<file path="config.mk">
export PLATFORM = sky130hd
export DESIGN_NAME = fuzz_vector_harness
export DESIGN_NICKNAME = d
export VERILOG_FILES = /design/src/rtl/fuzz_harness_pkg.sv /design/src/rtl/fuzz_lfsr64.sv /design/src/rtl/fuzz_vector_harness.sv
export SDC_FILE = /design/constraint.sdc
export NUM_CORES = 1
export LEC_CHECK = 0
export BUFFER_PORTS_ARGS = -buffer_cell sky130_fd_sc_hd__clkbuf_2
export CORE_ASPECT_RATIO = 1.4
export CORE_UTILIZATION = 46
export CTS_CLUSTER_DIAMETER = 30
export DETAILED_ROUTE_END_ITERATION = 6
export PLACE_DENSITY = 0.74
export SYNTH_ARGS = -nofsm -noshare
export SYNTH_HDL_FRONTEND = slang
export SYNTH_SLANG_ARGS = --single-unit
export TNS_END_PERCENT = 100
</file>
<file path="constraint.sdc">
create_clock -name clk -period 3.45 [get_ports clk]
set_input_delay 0.69 -clock clk [delete_from_list [all_inputs] [get_ports clk]]
set_output_delay 0.69 -clock clk [all_outputs]
set_load 0.1 [all_outputs]
</file>
<file path="src/rtl/fuzz_harness_pkg.sv">
// rtl/fuzz_harness_pkg.sv - shared constants, state codes and helpers for the fuzz vector harness
package fuzz_harness_pkg;

  localparam logic [63:0] LFSR_MASK   = 64'hD800000000000000;
  localparam logic [63:0] LANE_GOLDEN = 64'h9E3779B97F4A7C15;
  localparam logic [31:0] MISR_POLY   = 32'h04C11DB7;
  localparam int          FOLD_MAX_W  = 1024;

  typedef logic [2:0] state_t;
  localparam state_t ST_IDLE  = 3'd0;
  localparam state_t ST_ZERO  = 3'd1;
  localparam state_t ST_RUN   = 3'd2;
  localparam state_t ST_DRAIN = 3'd3;
  localparam state_t ST_DONE  = 3'd4;

  // Response buses narrower than FOLD_MAX_W are zero-extended, so padding chunks fold in as zero.
  function automatic logic [31:0] fold(input logic [FOLD_MAX_W-1:0] v);
    logic [31:0] f;
    f = '0;
    for (int c = 0; c < FOLD_MAX_W / 32; c++) begin
      f = f ^ v[c*32 +: 32];
    end
    return f;
  endfunction

  function automatic logic [63:0] lane_seed(input logic [63:0] seed, input int unsigned idx);
    return seed ^ (64'(idx) * LANE_GOLDEN);
  endfunction

endpackage

</file>
<file path="src/rtl/fuzz_lfsr64.sv">
// rtl/fuzz_lfsr64.sv - one 64-bit Galois right-shift LFSR lane with zero-seed guard
module fuzz_lfsr64
  import fuzz_harness_pkg::*;
#(
  parameter int OUT_BITS = 64
) (
  input  logic                clk,
  input  logic                rst,
  input  logic                load,
  input  logic [63:0]         seed_in,
  input  logic                adv,
  output logic [OUT_BITS-1:0] state
);

  logic [63:0] state_q, state_d;

  always_comb begin
    state_d = state_q;
    if (load) begin
      state_d = (seed_in == 64'h0) ? 64'h1 : seed_in;
    end else if (adv) begin
      state_d = (state_q >> 1) ^ (state_q[0] ? LFSR_MASK : 64'h0);
    end
  end

  always_ff @(posedge clk) begin
    if (rst) state_q <= '0;
    else     state_q <= state_d;
  end

  assign state = state_q[OUT_BITS-1:0];

endmodule

</file>
<file path="src/rtl/fuzz_vector_harness.sv">
// rtl/fuzz_vector_harness.sv - LFSR stimulus player and MISR response compactor with pass/fail
module fuzz_vector_harness
  import fuzz_harness_pkg::*;
#(
  parameter int IN_W         = 52,
  parameter int OUT_W        = 127,
  parameter int SIG_W        = 32,
  parameter int DRAIN_CYCLES = 2,
  parameter int ZERO_FIRST   = 1
) (
  input  logic             clk,
  input  logic             rst,
  input  logic             start,
  input  logic [15:0]      num_vec,
  input  logic [3:0]       hold,
  input  logic [63:0]      seed,
  input  logic [SIG_W-1:0] exp_sig,
  output logic [IN_W-1:0]  stim,
  input  logic [OUT_W-1:0] resp,
  output logic             busy,
  output logic             done,
  output logic [SIG_W-1:0] sig,
  output logic             pass
);

  localparam int K = (IN_W + 63) / 64;

  state_t           state_q, state_d;
  logic [15:0]      num_vec_q, num_vec_d;
  logic [15:0]      vec_cnt_q, vec_cnt_d;
  logic [15:0]      drain_cnt_q, drain_cnt_d;
  logic [3:0]       hold_q, hold_d;
  logic [3:0]       hold_cnt_q, hold_cnt_d;
  logic [SIG_W-1:0] sig_q, sig_d;
  logic             done_q, done_d;
  logic             pass_q, pass_d;
  logic             show_q, show_d;

  logic             load, adv, busy_int, last_beat, last_vec, drain_last;
  logic [IN_W-1:0]  lanes;
  logic [SIG_W-1:0] sig_next;
  state_t           after_vecs;

  for (genvar g = 0; g < K; g++) begin : g_lane
    localparam int LW = (IN_W - 64*g > 64) ? 64 : IN_W - 64*g;
    fuzz_lfsr64 #(.OUT_BITS(LW)) u_lane (
      .clk     (clk),
      .rst     (rst),
      .load    (load),
      .seed_in (lane_seed(seed, g)),
      .adv     (adv),
      .state   (lanes[g*64 +: LW])
    );
  end

  assign busy_int   = (state_q == ST_ZERO) || (state_q == ST_RUN) || (state_q == ST_DRAIN);
  assign last_beat  = (hold_cnt_q == hold_q);
  assign last_vec   = (vec_cnt_q == num_vec_q - 16'd1);
  assign drain_last = (drain_cnt_q == 16'(DRAIN_CYCLES - 1));
  assign after_vecs = (DRAIN_CYCLES == 0) ? ST_DONE : ST_DRAIN;
  assign sig_next   = {sig_q[SIG_W-2:0], 1'b0} ^ (sig_q[SIG_W-1] ? MISR_POLY : 32'h0)
                    ^ fold(FOLD_MAX_W'(resp));

  always_comb begin
    state_d     = state_q;
    num_vec_d   = num_vec_q;
    vec_cnt_d   = vec_cnt_q;
    drain_cnt_d = drain_cnt_q;
    hold_d      = hold_q;
    hold_cnt_d  = hold_cnt_q;
    sig_d       = busy_int ? sig_next : sig_q;
    done_d      = done_q;
    pass_d      = pass_q;
    show_d      = show_q;
    load        = 1'b0;
    adv         = 1'b0;

    case (state_q)
      ST_IDLE, ST_DONE: begin
        if (start) begin
          num_vec_d   = num_vec;
          hold_d      = hold;
          load        = 1'b1;
          sig_d       = '0;
          done_d      = 1'b0;
          pass_d      = 1'b0;
          show_d      = 1'b0;
          vec_cnt_d   = '0;
          hold_cnt_d  = '0;
          drain_cnt_d = '0;
          if (num_vec == 16'd0) begin
            state_d = ST_DONE;
            done_d  = 1'b1;
            pass_d  = (exp_sig == '0);
          end else if (ZERO_FIRST != 0) begin
            state_d = ST_ZERO;
          end else begin
            state_d = ST_RUN;
            show_d  = 1'b1;
          end
        end
      end
      ST_ZERO: begin
        if (last_beat) begin
          hold_cnt_d = '0;
          vec_cnt_d  = 16'd1;
          if (num_vec_q == 16'd1) begin
            state_d = after_vecs;
          end else begin
            state_d = ST_RUN;
            show_d  = 1'b1;
          end
        end else begin
          hold_cnt_d = hold_cnt_q + 4'd1;
        end
      end
      ST_RUN: begin
        if (last_beat) begin
          hold_cnt_d = '0;
          if (last_vec) begin
            state_d = after_vecs;
          end else begin
            vec_cnt_d = vec_cnt_q + 16'd1;
            adv       = 1'b1;
          end
        end else begin
          hold_cnt_d = hold_cnt_q + 4'd1;
        end
      end
      ST_DRAIN: begin
        if (drain_last) state_d = ST_DONE;
        else            drain_cnt_d = drain_cnt_q + 16'd1;
      end
      default: state_d = ST_IDLE;
    endcase

    // Verdict uses the signature including this cycle's final fold.
    if (busy_int && (state_d == ST_DONE)) begin
      done_d = 1'b1;
      pass_d = (sig_d == exp_sig);
    end
  end

  always_ff @(posedge clk) begin
    if (rst) begin
      state_q     <= ST_IDLE;
      num_vec_q   <= '0;
      vec_cnt_q   <= '0;
      drain_cnt_q <= '0;
      hold_q      <= '0;
      hold_cnt_q  <= '0;
      sig_q       <= '0;
      done_q      <= 1'b0;
      pass_q      <= 1'b0;
      show_q      <= 1'b0;
    end else begin
      state_q     <= state_d;
      num_vec_q   <= num_vec_d;
      vec_cnt_q   <= vec_cnt_d;
      drain_cnt_q <= drain_cnt_d;
      hold_q      <= hold_d;
      hold_cnt_q  <= hold_cnt_d;
      sig_q       <= sig_d;
      done_q      <= done_d;
      pass_q      <= pass_d;
      show_q      <= show_d;
    end
  end

  assign stim = show_q ? lanes : '0;
  assign busy = busy_int;
  assign done = done_q;
  assign sig  = sig_q;
  assign pass = pass_q;

endmodule

</file>
==> results of run 1 <==
-- cell usage after synthesis (9+ instances only) --
cell type / count / area (sq um)
or3_1: 23 / 144
inv_1: 24 / 90.1
dfxtp_1: 158 / 3160
and3_1: 9 / 56.3
nand4_1: 15 / 93.8
buf_1: 9 / 33.8
o211ai_1: 9 / 67.6
a21oi_1: 73 / 365
xnor2_1: 123 / 1080
nor2_1: 79 / 297
a311oi_1: 61 / 534
a22oi_1: 16 / 120
nand3_1: 12 / 60.1
buf_6: 9 / 101
xnor3_1: 13 / 293
o21ai_0: 33 / 165
nor3_1: 76 / 380
nand2_1: 208 / 781
xor2_1: 37 / 324
and2_1: 53 / 332
nor4_1: 38 / 238
clkbuf_1: 60 / 225
-- placed cells by master, fill, tap and decap left out, types with 38 or more instances in the layout --
cell / count
a21oi_1: 73
a311oi_1: 61
nor4_1: 38
xnor2_1: 123
nor3_1: 72
clkbuf_2: 330
nor2_1: 79
and2_1: 53
nand2_1: 208
dfxtp_1: 158
-- how the worst max path moves through the flow --
stage,start,to,slack (ps),cells after the start
after global routing,num_vec_q[0],g_lane[0].u_lane.state_q[42],-10,11
final,num_vec_q[0],g_lane[0].u_lane.state_q[49],90,11
after detailed placement,num_vec_q[0],g_lane[0].u_lane.state_q[26],100,11
after floorplan,sig[31],pass,310,9
after CTS,num_vec_q[0],g_lane[0].u_lane.state_q[40],90,11
after global placement,num_vec_q[0],g_lane[0].u_lane.state_q[62],200,11
-- power breakdown --
group / switching [mW] / internal, mW / leakage (nW)
Sequential: 0.263 / 2.08 / 1.29
Combinational: 2.04 / 1.09 / 3.60
Clock: 0.890 / 1.04 / 0.287
-- state kept, by name, indices dropped and copies added (netlist names) --
| register | cells |
|---|---|
| drain_cnt_q | 16 |
| hold_q | 4 |
| g_lane.u_lane.state_q | 64 |
| hold_cnt_q | 4 |
| vec_cnt_q | 16 |
| num_vec_q | 16 |
| pass | 1 |
| state_q | 3 |
| show_q | 1 |
| done | 1 |
| sig | 32 |
-- through the flow --
| step | setup slack, ps | std cells | hold WS [ps] | TNS, ps | utilization (%) |
|---|---|---|---|---|---|
| 2_1_floorplan | 307 | 1266 | 444 | 0 | - |
| 3_3_place_gp | 198 | 1804 | 455 | 0 | 55.8 |
| 3_5_place_dp | 102 | 1804 | 460 | 0 | 55.8 |
| 4_1_cts | 85.2 | 1836 | 470 | 0 | 58.6 |
| 5_1_grt | -12.8 | 1837 | 495 | -34.1 | 58.9 |
| 6_report | 90.0 | 1837 | 467 | 0 | 58.9 |
-- cell type report --
cell class                      instances  area, sq um  share of cell area [%]
Clock inverter                         15          173                    1.38
Clock buffer                           17          425                    3.39
Inverter                               24         90.1                   0.718
Tap cell                              260          325                    2.59
Multi-Input combinational cell        999         6400                    51.0
Timing Repair Buffer                  364         1960                    15.6
Sequential cell                       158         3160                    25.2
-- what timing repair did --
action | CTS | global route
endpoints found under the setup margin | 0 | 62
gates resized for setup | 0 | 7
endpoints found under the hold margin | 0 | 0
-- cell families (layout without fill, tap and decap cells) --
kind of cell             count (synthesis)  count (layout)  share of synthesized area, %
multiplexers                             3               3                         0.313
AO/OA/AOI/OAI                          254             254                          17.7
AND/OR/NAND/NOR                        563             563                          27.8
XOR/XNOR                               173             173                          16.9
adder cells (fa/ha/maj)                  6               6                         0.751
buffers and inverters                  109             420                          4.85
flip-flops                             158             158                          31.6
-- critical path: cells and delay by family (launching register included) --
family	cells	cell delay, ps
adders and majority gates	1	170
AOI/OAI and AO/OA	2	630
buffers and inverters	2	370
DFF	1	390
and+or+nand+nor	6	1630
-- routing by layer --
layer	wire length [um]	GRT usage, %	vias up
li1	-	-	5101
met1	13300	35.8	4929
met2	16000	49.9	493
met3	2380	5.45	65
met4	1030	12.4	0
met5	0	0	-
==> results.cfg, run 1 <==
[timing]
hold_viol = 0
worst_pin_slew_ps = 1130
max_clock_freq_mhz = 298
finish_stage_setup_viols = 0
max_slew_headroom_at_the_worst_pin_pct = 24.9
skew_ps = 12.8
timing.final.crit_share_pct = 97.4
timing.final.max_slew_violations = 0
period_needed_ps = 3360

[global_route]
first_global_vias = 10100
grt_antenna_before_repair = 0
aggregate_global_route_resource_usage_pct = 29.2
first_pass_grt_wire_length_um = 51500
grt_start_max_net_pins = 104
gr-total-overflow = 0

[worst_setup_path]
timing.critical_path.fanout_max = 31
worst_path_max_delay_cell = o41a_2
regToRegSetupSlack_ps = 90
worst-setup-path-type = reg2reg
max_stage_delay_ps = 550
worst-r2r-cell-count = 11
worstReg2RegEnd = g_lane[0].u_lane.state_q[49]
timing.critical_path.cells = inv_1 > ha_4 > or3b_2 > or3_1 > nor3_2 > nor2_1 > or3_4 > o41a_2 > clkbuf_16 > nor3_1 > a311oi_1
startpoint_of_the_worst_register_to_register_path = num_vec_q[0]
critPathArrivalTime_ps = 3630
timing.critical_path.to_type = flop
timing.critical_path.required_ps = 3720
timing.critical_path.from_type = flop

[clocking]
tritoncts = yes
ctsHtreeMaxLevel = 4
worst_setup_hold_path_clk_slew_ps = 80
clock_path_buffers = 2
clock_sink_count = 158
cts_setup_buffers = 0
clock_tree.root_cell = clkbuf_16
hold_buffers = 0
worst_skew_pair.late_latency_ps = 430
numCtsBuffers = 17

[hold_path]
whs_endpoint = hold_q[0]
hold_depth = 2
min-delay-path-class = reg2reg
worstHoldStart = hold_q[0]

[power_and_ir_drop]
p_total_mw = 7.40
leakage_nw = 5.18
pwr_density_cell_mw_per_mm2 = 590
vdd.ir_drop.worst_v = 0.000354

[synth]
async_reset_ff_share_pct = 0
synth_warnings = 0
synth_area_per_cell_sq_um = 7.90
postSynthCellCount = 1266
synth-seq-cells = 158
yosys.cell_types.count = 72
synth_enable_flop_cells = 0
syn-num-nets = 1518
proportion_of_synthesized_chip_area_in_sequential_cells_pct = 31.6
post_synth_instance_area_sq_mm = 0.0100
ys_dominant_reg_cell = dfxtp_1

[detailed_routing]
dr_total_vias = 10600
totalWireLength_um = 32700
route.detailed.drc = 0
drt-wirelength-per-cell_um = 17.8
via_to_cell_ratio = 5.76
detailedRoute.firstIterationViolations = 698
detailedRoute.firstPassIterationCount = 5
final_antenna_net_count = 0

[layout]
fillerInstances = 1952
number_of_diodes = 0
syn_to_final_growth_pct = 25.4
post_route_cells_drive_above_1_share_pct = 26.9
finalInstanceArea_sq_mm = 0.0125
num-nets-final = 1816

[placement]
detailedPlacementHpwl_um = 24700
place_area_sq_mm = 0.0119
place.gp.congestion = 0.906
place.port_buffers = 332

[die]
die_y_um = 176
die_area_sq_mm = 0.0223
die_extent_in_x_um = 127
floorplan.core_area_sq_mm = 0.0213
floorplan.initialDensity_pct = 47.0
std_cell_rows = 63
design.portCount = 333

[flow_run]
cap_violations = 0

[run_status]
run_status = finished clean
Note: power is estimated with default switching activity, not from simulation.
==> run 2: changes to the inputs <==
--- a/config.mk
+++ b/config.mk
@@ -10,8 +10,9 @@
 export CORE_UTILIZATION = 46
 export CTS_CLUSTER_DIAMETER = 30
 export DETAILED_ROUTE_END_ITERATION = 6
-export PLACE_DENSITY = 0.74
+export PLACE_DENSITY = 0.73
 export SYNTH_ARGS = -nofsm -noshare
 export SYNTH_HDL_FRONTEND = slang
+export SYNTH_HIERARCHICAL = 1
 export SYNTH_SLANG_ARGS = --single-unit
 export TNS_END_PERCENT = 100
==> results.cfg, run 2 <==
[synth]
synth_warnings = 6
ys_dominant_reg_cell = dfxtp_1
proportion_of_synthesized_chip_area_in_sequential_cells_pct = 29.7
yosysMostFrequentCell = nor2_1
synthTopCellsByCount = nor2_1, dfxtp_1, a21oi_1
synth.area.top_cells = dfxtp_1, xnor2_1, mux2i_1
postSynthCellCount = 1282
area_share_of_the_largest_cell_type_after_synthesis_pct = 29.7
async_reset_ff_share_pct = 0
synth-seq-cells = 158
yosys.cell_types.count = 74
post_synth_instance_area_sq_mm = 0.0107
synth_area_leader_cell = dfxtp_1
synth_enable_flop_cells = 0
synth_area_per_cell_sq_um = 8.31
syn-num-nets = 1534

[timing]
period_needed_ps = 3240
hold_viol = 0
timing.final.crit_share_pct = 93.9
max_clock_freq_mhz = 309
finalSetupTns_ps = 0
finish_stage_setup_viols = 0
max_slew_headroom_at_the_worst_pin_pct = 56.4
skew_ps = 14.8
timing.final.max_slew_violations = 0
worst_pin_slew_ps = 655
grt_setup_unrepaired = no

[clocking]
numCtsBuffers = 17
cts_setup_buffers = 0
ctsHtreeMaxLevel = 4
worst_skew_pair.late_latency_ps = 430
worst_setup_hold_path_clk_slew_ps = 70
clock_tree.root_cell = clkbuf_16
clock_sink_count = 158
clock_path_buffers = 2
tritoncts = yes

[layout]
num-nets-final = 1776
most-common-layout-cells = clkbuf_2, nor2_1, dfxtp_1
syn_to_final_growth_pct = 20.0
utilization_pct = 56.6
flip_flop_count_of_the_largest_register_all_copies_and_words_added = 64
post_route_cells_drive_above_1_share_pct = 27.0
stdcell_count = 1839
regMostFlops = g_lane.u_lane/state_q
layout.cells.most_common = clkbuf_2

[global_route]
gr-total-overflow = 0
first_pass_grt_wire_length_um = 47800
aggregate_global_route_resource_usage_pct = 26.0
first_global_vias = 9597
grt_antenna_before_repair = 1
grt_start_max_net_pins = 68

[die]
floorplan.core_area_sq_mm = 0.0226
die_extent_in_x_um = 131
die_y_um = 182
std_cell_rows = 65
floorplan.initialDensity_pct = 47.1
design.portCount = 333
die_area_sq_mm = 0.0238

[detailed_routing]
drt-wirelength-per-cell_um = 16.9
route.detailed.drc = 0
dr_total_vias = 10100
final_antenna_net_count = 0
detailedRoute.firstIterationViolations = 461
via_to_cell_ratio = 5.49
totalWireLength_um = 31100
detailedRoute.firstPassIterationCount = 5

[power_and_ir_drop]
combinationalPowerShare_pct = 42.6
p_sw_mw = 3.20
vdd.ir_drop.worst_v = 0.000391
sw_frac_of_total_pct = 41.3
pwr_density_cell_mw_per_mm2 = 607
leakage_nw = 5.43
internal-power_mw = 4.55
p_total_mw = 7.76
seq_power_share_pct = 29.5
clockPowerShare_pct = 27.9

[placement]
detailedPlacementHpwl_um = 24000
place.port_buffers = 332
place.gp.congestion = 0.957
numPlacedInstances = 1806

[flow_run]
cap_violations = 0

[worst_setup_path]
timing.critical_path.from_type = flop
regToRegSetupSlack_ps = 210
timing.critical_path.required_ps = 3730
timing.critical_path.to_type = flop
timing.critical_path.fanout_max = 67
worst-setup-path-type = reg2reg
critPathArrivalTime_ps = 3520

[hold_path]
min-delay-path-class = reg2reg

[run_status]
run_status = finished clean
[run 2: timing repair]
item,4_1_cts,5_1_grt
setup endpoints to repair,0,50
hold buffers,0,0
gates resized for setup,0,3
[run 2: through the flow]
step	setup WS, ps	hold WS (ps)	instance area, sq um
2_1_floorplan	279	450	10700
3_3_place_gp	370	453	12100
3_5_place_dp	197	469	12100
4_1_cts	137	474	12800
5_1_grt	33.5	485	12800
6_report	212	475	12800
[run 2: power by group through the flow]
stage                     combinational [mW]  sequential, mW  clock [mW]
after floorplan                         2.11            2.76           0
after global placement                  3.24            2.32           0
after detailed placement                3.27            2.32           0
after CTS                               3.29            2.28        2.20
after global routing                    3.55            2.31        2.27
final                                   3.31            2.28        2.16
[run 2: critical path: stages (launching register included)]
cell and delay [ps]:
dfxtp_1 360, inv_1 80, ha_2 210, or3b_2 500
nor4b_2 250, o2111ai_1 190, a2111oi_4 400, and3_1 250
nor3_2 60, buf_12 220, mux2i_1 210, nor2_1 60
a21oi_1 160, nor2_1 70
[run 2: kinds of logic (layout without fill, tap and decap cells)]
logic type	after synthesis	count (layout)	synth area share, %
AOI/OAI and AO/OA	242	242	14.3
xor gates and xnor gates	165	165	17.5
adders and majority gates	6	6	0.705
buffers and inverters	158	413	8.40
DFF	158	158	29.7
muxes	74	74	6.98
other	0	1	0
and+or+nand+nor	479	479	22.5
[run 2: final cells by class]
| type | count | area, sq um |
|---|---|---|
| Multi-Input combinational cell | 966 | 6620 |
| Timing Repair Buffer | 352 | 1840 |
| Antenna cell | 1 | 2.50 |
| Clock inverter | 15 | 244 |
| Tap cell | 301 | 377 |
| Inverter | 29 | 111 |
| Fill cell | 2101 | 9820 |
| Sequential cell | 158 | 3160 |
| Clock buffer | 17 | 425 |
[run 2: per-layer routing]
layer	share of wire, %	GRT usage, %	vias up
met1	38	27.6	4665
met3	5.7	4.95	88
met2	51	47.6	421
met5	0	0	-
li1	-	-	4918
met4	4.4	13.4	0
[run 2: path summary, 6_finish.rpt]
| check | end | cells after the start | startpoint |
|---|---|---|---|
| setup / recovery | g_lane[0].u_lane/state_q[39] | 13 | num_vec_q[0] |
| hold / removal | hold_q[3] | 2 | hold_q[3] |
| hold reg to reg | hold_q[3] | 2 | hold_q[3] |
| setup reg to reg | g_lane[0].u_lane/state_q[39] | 13 | num_vec_q[0] |
